===== config.mk =====
export PLATFORM = sky130hd
export DESIGN_NAME = switch_debounce8
export DESIGN_NICKNAME = d
export VERILOG_FILES = /design/src/rtl/switch_debounce8.sv
export SDC_FILE = /design/constraint.sdc
export NUM_CORES = 1
export LEC_CHECK = 0
export CORE_MARGIN = 2
export CORE_UTILIZATION = 40
export DETAILED_ROUTE_END_ITERATION = 8
export SYNTH_ARGS = -nofsm -noshare
export SYNTH_HDL_FRONTEND = slang
export SYNTH_SLANG_ARGS = --single-unit

===== constraint.sdc =====
create_clock -name clk -period 3.35 [get_ports clk]
set_input_delay 0.67 -clock clk [delete_from_list [all_inputs] [get_ports clk]]
set_output_delay 0.67 -clock clk [all_outputs]
set_load 0.005 [all_outputs]

===== src/rtl/switch_debounce8.sv =====
// Switch input conditioner: per-line two-flop synchroniser plus counter debounce,
// presenting clean x/en levels and a one-cycle changed strobe to the encoder.
`timescale 1ns/1ps

module switch_debounce8 #(
    parameter int N             = 8,
    parameter int STABLE_CYCLES = 1000000,
    parameter int CNT_W         = 20
) (
    input  logic         clk,
    input  logic         rst,
    input  logic [N-1:0] sw_raw,
    input  logic         en_raw,
    output logic [N-1:0] x,
    output logic         en,
    output logic         changed
);

    localparam int L = N + 1;
    localparam logic [CNT_W-1:0] LAST_CNT = CNT_W'(STABLE_CYCLES - 1);
    localparam logic [CNT_W-1:0] CNT_ONE  = CNT_W'(1);
    localparam logic [CNT_W-1:0] CNT_ZERO = CNT_W'(0);

    typedef enum logic {
        ST_STABLE   = 1'b0,
        ST_COUNTING = 1'b1
    } lane_state_t;

    logic [L-1:0]     raw_s;
    logic [L-1:0]     s1_r;
    logic [L-1:0]     s2_r;
    logic [L-1:0]     d_r;
    logic [L-1:0]     flip_s;
    logic [L-1:0]     d_next_s;
    logic [CNT_W-1:0] c_r  [L];
    lane_state_t      st_r [L];
    logic             changed_r;

    // The enable switch rides along as the topmost lane.
    assign raw_s = {en_raw, sw_raw};

    // Flip decision: a lane flips when its mismatch run reaches the full count.
    always_comb begin
        flip_s   = {L{1'b0}};
        d_next_s = d_r;
        for (int i = 0; i < L; i++) begin
            if ((st_r[i] == ST_COUNTING) && (c_r[i] == LAST_CNT)) begin
                flip_s[i]   = 1'b1;
                d_next_s[i] = s2_r[i];
            end else begin
                flip_s[i]   = 1'b0;
                d_next_s[i] = d_r[i];
            end
        end
    end

    // Lane state, synchronisers, counters and the merged change strobe.
    always_ff @(posedge clk) begin
        if (rst) begin
            s1_r      <= {L{1'b0}};
            s2_r      <= {L{1'b0}};
            d_r       <= {L{1'b0}};
            changed_r <= 1'b0;
            for (int i = 0; i < L; i++) begin
                c_r[i]  <= CNT_ZERO;
                st_r[i] <= ST_STABLE;
            end
        end else begin
            s1_r      <= raw_s;
            s2_r      <= s1_r;
            d_r       <= d_next_s;
            changed_r <= |flip_s;
            for (int i = 0; i < L; i++) begin
                case (st_r[i])
                    ST_STABLE:   c_r[i] <= CNT_ZERO;
                    ST_COUNTING: c_r[i] <= flip_s[i] ? CNT_ZERO : (c_r[i] + CNT_ONE);
                    default:     c_r[i] <= CNT_ZERO;
                endcase
                // State tracks whether the next cycle's s2 disagrees with the next d.
                st_r[i] <= (s1_r[i] != d_next_s[i]) ? ST_COUNTING : ST_STABLE;
            end
        end
    end

    assign x       = d_r[N-1:0];
    assign en      = d_r[N];
    assign changed = changed_r;

endmodule


==> results.sh <==
export IMPL_status="complete, no violations"
export IMPL_p_per_area_nw_per_um2=465
export IMPL_clock_latency_ns=0.51
export IMPL_synth_distinct_cells=50
export IMPL_report_power_total_uw=6050
export IMPL_cts_max_level=1
export IMPL_synth_warnings=0
export IMPL_dieArea_um2=28900
export IMPL_via_count=7454
export IMPL_skew_ns=0.0142
export IMPL_final_layout_size_suffix_gt1_share_pct=4.38
export IMPL_pwr_share_clk_pct=44.5
export IMPL_track_usage_pct=13.7
export IMPL_netlist_instances=1040
export IMPL_maxCapViolCount=0
export IMPL_synth_edff_count=180
export IMPL_start_util_pct=40.8
export IMPL_core_area_um2=27000
export IMPL_clock_path_buffers=3
export IMPL_final_cells=1598
export IMPL_post_cts_setup_buffers=0
export IMPL_grt_max_degree=31
export IMPL_timing_fmax_mhz=404
export IMPL_post_route_min_period_ns=2.48
export IMPL_finalSetupTns_ns=0
export IMPL_ys_flop_type="edfxtp_1"
export IMPL_hp_class="reg -> reg"
export IMPL_vias_per_cell=4.66
export IMPL_worstPathRequired_ns=3.58
export IMPL_port_buffers=20
export IMPL_fin_crit_sh_pct=74.0
export IMPL_timing_slew_headroom_pct=45.2
export IMPL_critical_path_top_delay_family="simple AND/OR/NAND/NOR gates"
export IMPL_worst_pin_slew_ns=0.819
export IMPL_finalHoldViolCount=0
export IMPL_max_stage_delay_ns=0.56
export IMPL_intPower_uw=4750
export IMPL_cts_buffers=25
export IMPL_ant_nets=0
export IMPL_area_growth_synth_to_final_pct=18.3
export IMPL_p_sw_uw=1300
export IMPL_netSwitchingFraction_pct=21.5
export IMPL_cp_cell_sequence="or4b_1 -> nor4_2 -> nand2_1 -> nand3b_1 -> nor2_1"
export IMPL_die_h_um=170
export IMPL_hold_buffers=0
export IMPL_ios=21
export IMPL_setup_viol=0
export IMPL_rsz0062_at_grt="false"
export IMPL_ys_ff_latch=217
export IMPL_p_leak_uw=0.00453
export IMPL_cts_resized=0
export IMPL_place_gp_congestion=0.737
export IMPL_nets=1259
export IMPL_cp_arrival_ns=2.71
export IMPL_cts_sink_count=217
export IMPL_placed_cells=1553
export IMPL_worst_slack_ns=0.873
export IMPL_ys_seq_area_share_pct=55.9
export IMPL_cts_root_buf="clkbuf_16"
export IMPL_avgSynthCellArea_um2=10.6
export IMPL_critPathKind="reg -> reg"
export IMPL_clk_pin_slew_ns=0.06
export IMPL_max_vdd_ir_drop_mv=0.383
export IMPL_worstSetupStartpointType="register"
export IMPL_synth_area_um2=11000
export IMPL_cp_num_buf_inv=0
export IMPL_dp_hpwl_mm=13.3
export IMPL_drc=0
export IMPL_cts_tree="yes"
export IMPL_async_reset_ff_share_pct=0
export IMPL_cp_max_fo=20
export IMPL_preCtsSetupSlack_ns=0.866
export IMPL_routed_wl_mm=19.1
export IMPL_cp_slowest_cell="nand3b_1"
export IMPL_dr_pass1_iters=4
export IMPL_die_x_um=170
export IMPL_first_iter_violations=496
export IMPL_rows=60
export IMPL_grt_pass1_wl_mm=33.2
export IMPL_p_comb_share_pct=3.6
export IMPL_wl_per_cell_um=11.9
export IMPL_holdWs_ns=0.451
export IMPL_cp_end_kind="register"
export IMPL_maxSlewViolCount=0
export IMPL_grt_pass1_vias=7233
export IMPL_grt_overflow_total=0
export IMPL_power_frac_seq_pct=51.9
export IMPL_antenna_found_initial=0
export IMPL_diodes=0
## cell usage after synthesis (2+ instances only)
| cell type | number | area share, % |
|---|---|---|
| a21oi_1 | 8 | 0.36 |
| and2_1 | 6 | 0.34 |
| and3_1 | 23 | 1.3 |
| and4_1 | 14 | 1.1 |
| and4b_1 | 4 | 0.36 |
| buf_2 | 7 | 0.32 |
| clkbuf_1 | 22 | 0.75 |
| dfxtp_1 | 37 | 6.7 |
| edfxtp_1 | 180 | 49 |
| ha_1 | 9 | 1.0 |
| inv_1 | 33 | 1.1 |
| mux2_1 | 4 | 0.41 |
| mux2i_1 | 5 | 0.45 |
| nand2_1 | 56 | 1.9 |
| nand3_1 | 72 | 3.3 |
| nand3b_1 | 9 | 0.61 |
| nand4_1 | 38 | 2.2 |
| nand4b_1 | 2 | 0.16 |
| nor2_1 | 219 | 7.5 |
| nor2b_1 | 17 | 0.97 |
| nor3_1 | 47 | 2.1 |
| nor3b_1 | 5 | 0.34 |
| nor4_1 | 9 | 0.51 |
| nor4_2 | 3 | 0.34 |
| nor4_4 | 2 | 0.39 |
| nor4b_1 | 8 | 0.64 |
| nor4bb_1 | 4 | 0.36 |
| o21ai_0 | 7 | 0.32 |
| or2_1 | 2 | 0.11 |
| or2_2 | 2 | 0.11 |
| or3_1 | 7 | 0.40 |
| or4_1 | 4 | 0.27 |
| or4b_1 | 2 | 0.18 |
| xnor2_1 | 93 | 7.4 |
| xor2_1 | 65 | 5.2 |
## worst paths after layout
kind / startpoint / endpoint / slack, ns / cells past startpoint
setup / recovery: c_r[4][13] / c_r[4][7] / 0.87 / 5
hold / removal: s1_r[1] / s2_r[1] / 0.45 / 2
setup reg to reg: c_r[4][13] / c_r[4][7] / 0.87 / 5
hold reg to reg: s1_r[1] / s2_r[1] / 0.45 / 2
## state kept, by name, indices dropped and copies added, names as in the netlist
signal,flops
c_r,180
changed,1
d_r,9
s1_r,9
s2_r,9
st_r,9
## metal layers
metal | track usage [%] | up-vias | wire [um]
met5 | 0 | - | 0
met4 | 3.83 | 0 | 452
met3 | 2.47 | 35 | 637
met2 | 22.4 | 67 | 8420
met1 | 18.9 | 3438 | 9570
li1 | - | 3914 | -
## per-stage QoR
| stage | util [%] | area, um^2 |
|---|---|---|
| 6_report | 48.3 | 13000 |
| 3_3_place_gp | 45.2 | 12200 |
| 2_1_floorplan | - | 11700 |
| 3_5_place_dp | 45.2 | 12200 |
| 4_1_cts | 48.3 | 13000 |
| 5_1_grt | 48.3 | 13000 |
## area by class of cell
type / count / area (um^2)
fill: 2491 / 13900
sequential: 217 / 6150
multi-input combinational: 940 / 5290
clock buffer: 35 / 703
tap: 341 / 427
timing repair buffer: 22 / 210
inverter: 33 / 124
clock inverter: 10 / 114
## cells in the final DEF, fill, tap and decap left out, types with 5 or more instances in the layout
cell             instances
a21oi_1                  8
and2_1                   6
and3_1                  23
and4_1                  14
clkbuf_1                 6
clkbuf_16               25
clkdlybuf4s50_1         19
conb_1                 180
dfxtp_1                 37
edfxtp_1               180
ha_1                     9
inv_1                   33
mux2i_1                  5
nand2_1                 56
nand3_1                 72
nand3b_1                 9
nand4_1                 38
nor2_1                 219
nor2b_1                 17
nor3_1                  47
nor3b_1                  5
nor4_1                   9
nor4b_1                  8
o21ai_0                  7
or3_1                    7
xnor2_1                 93
xor2_1                  65
## logic make-up (layout without fill, tap and decap cells)
family,Yosys count,after routing,share of synthesized area [%]
other,1,180,0.0341
muxes,10,10,0.967
AOI/OAI and AO/OA,23,23,1.33
xor gates and xnor gates,158,158,12.6
DFF,217,217,55.9
adders and majority gates,9,9,1.02
and+or+nand+nor,560,560,26.0
buffers and inverters,62,100,2.19
## worst min-delay path: stages, from the launching register on
cell and delay, ns:
dfxtp_1 0.29, inv_1 0.08, nor2_1 0.04
## power by group through the flow
stage / Combinational, uW / Sequential, uW / Clock, uW
2_1_floorplan: 181 / 3160 / 0
3_3_place_gp: 214 / 3190 / 0
3_5_place_dp: 214 / 3200 / 0
4_1_cts: 217 / 3140 / 2780
5_1_grt: 259 / 3160 / 2880
6_report: 220 / 3140 / 2690
No activity file was read; power rests on OpenSTA's default activity.
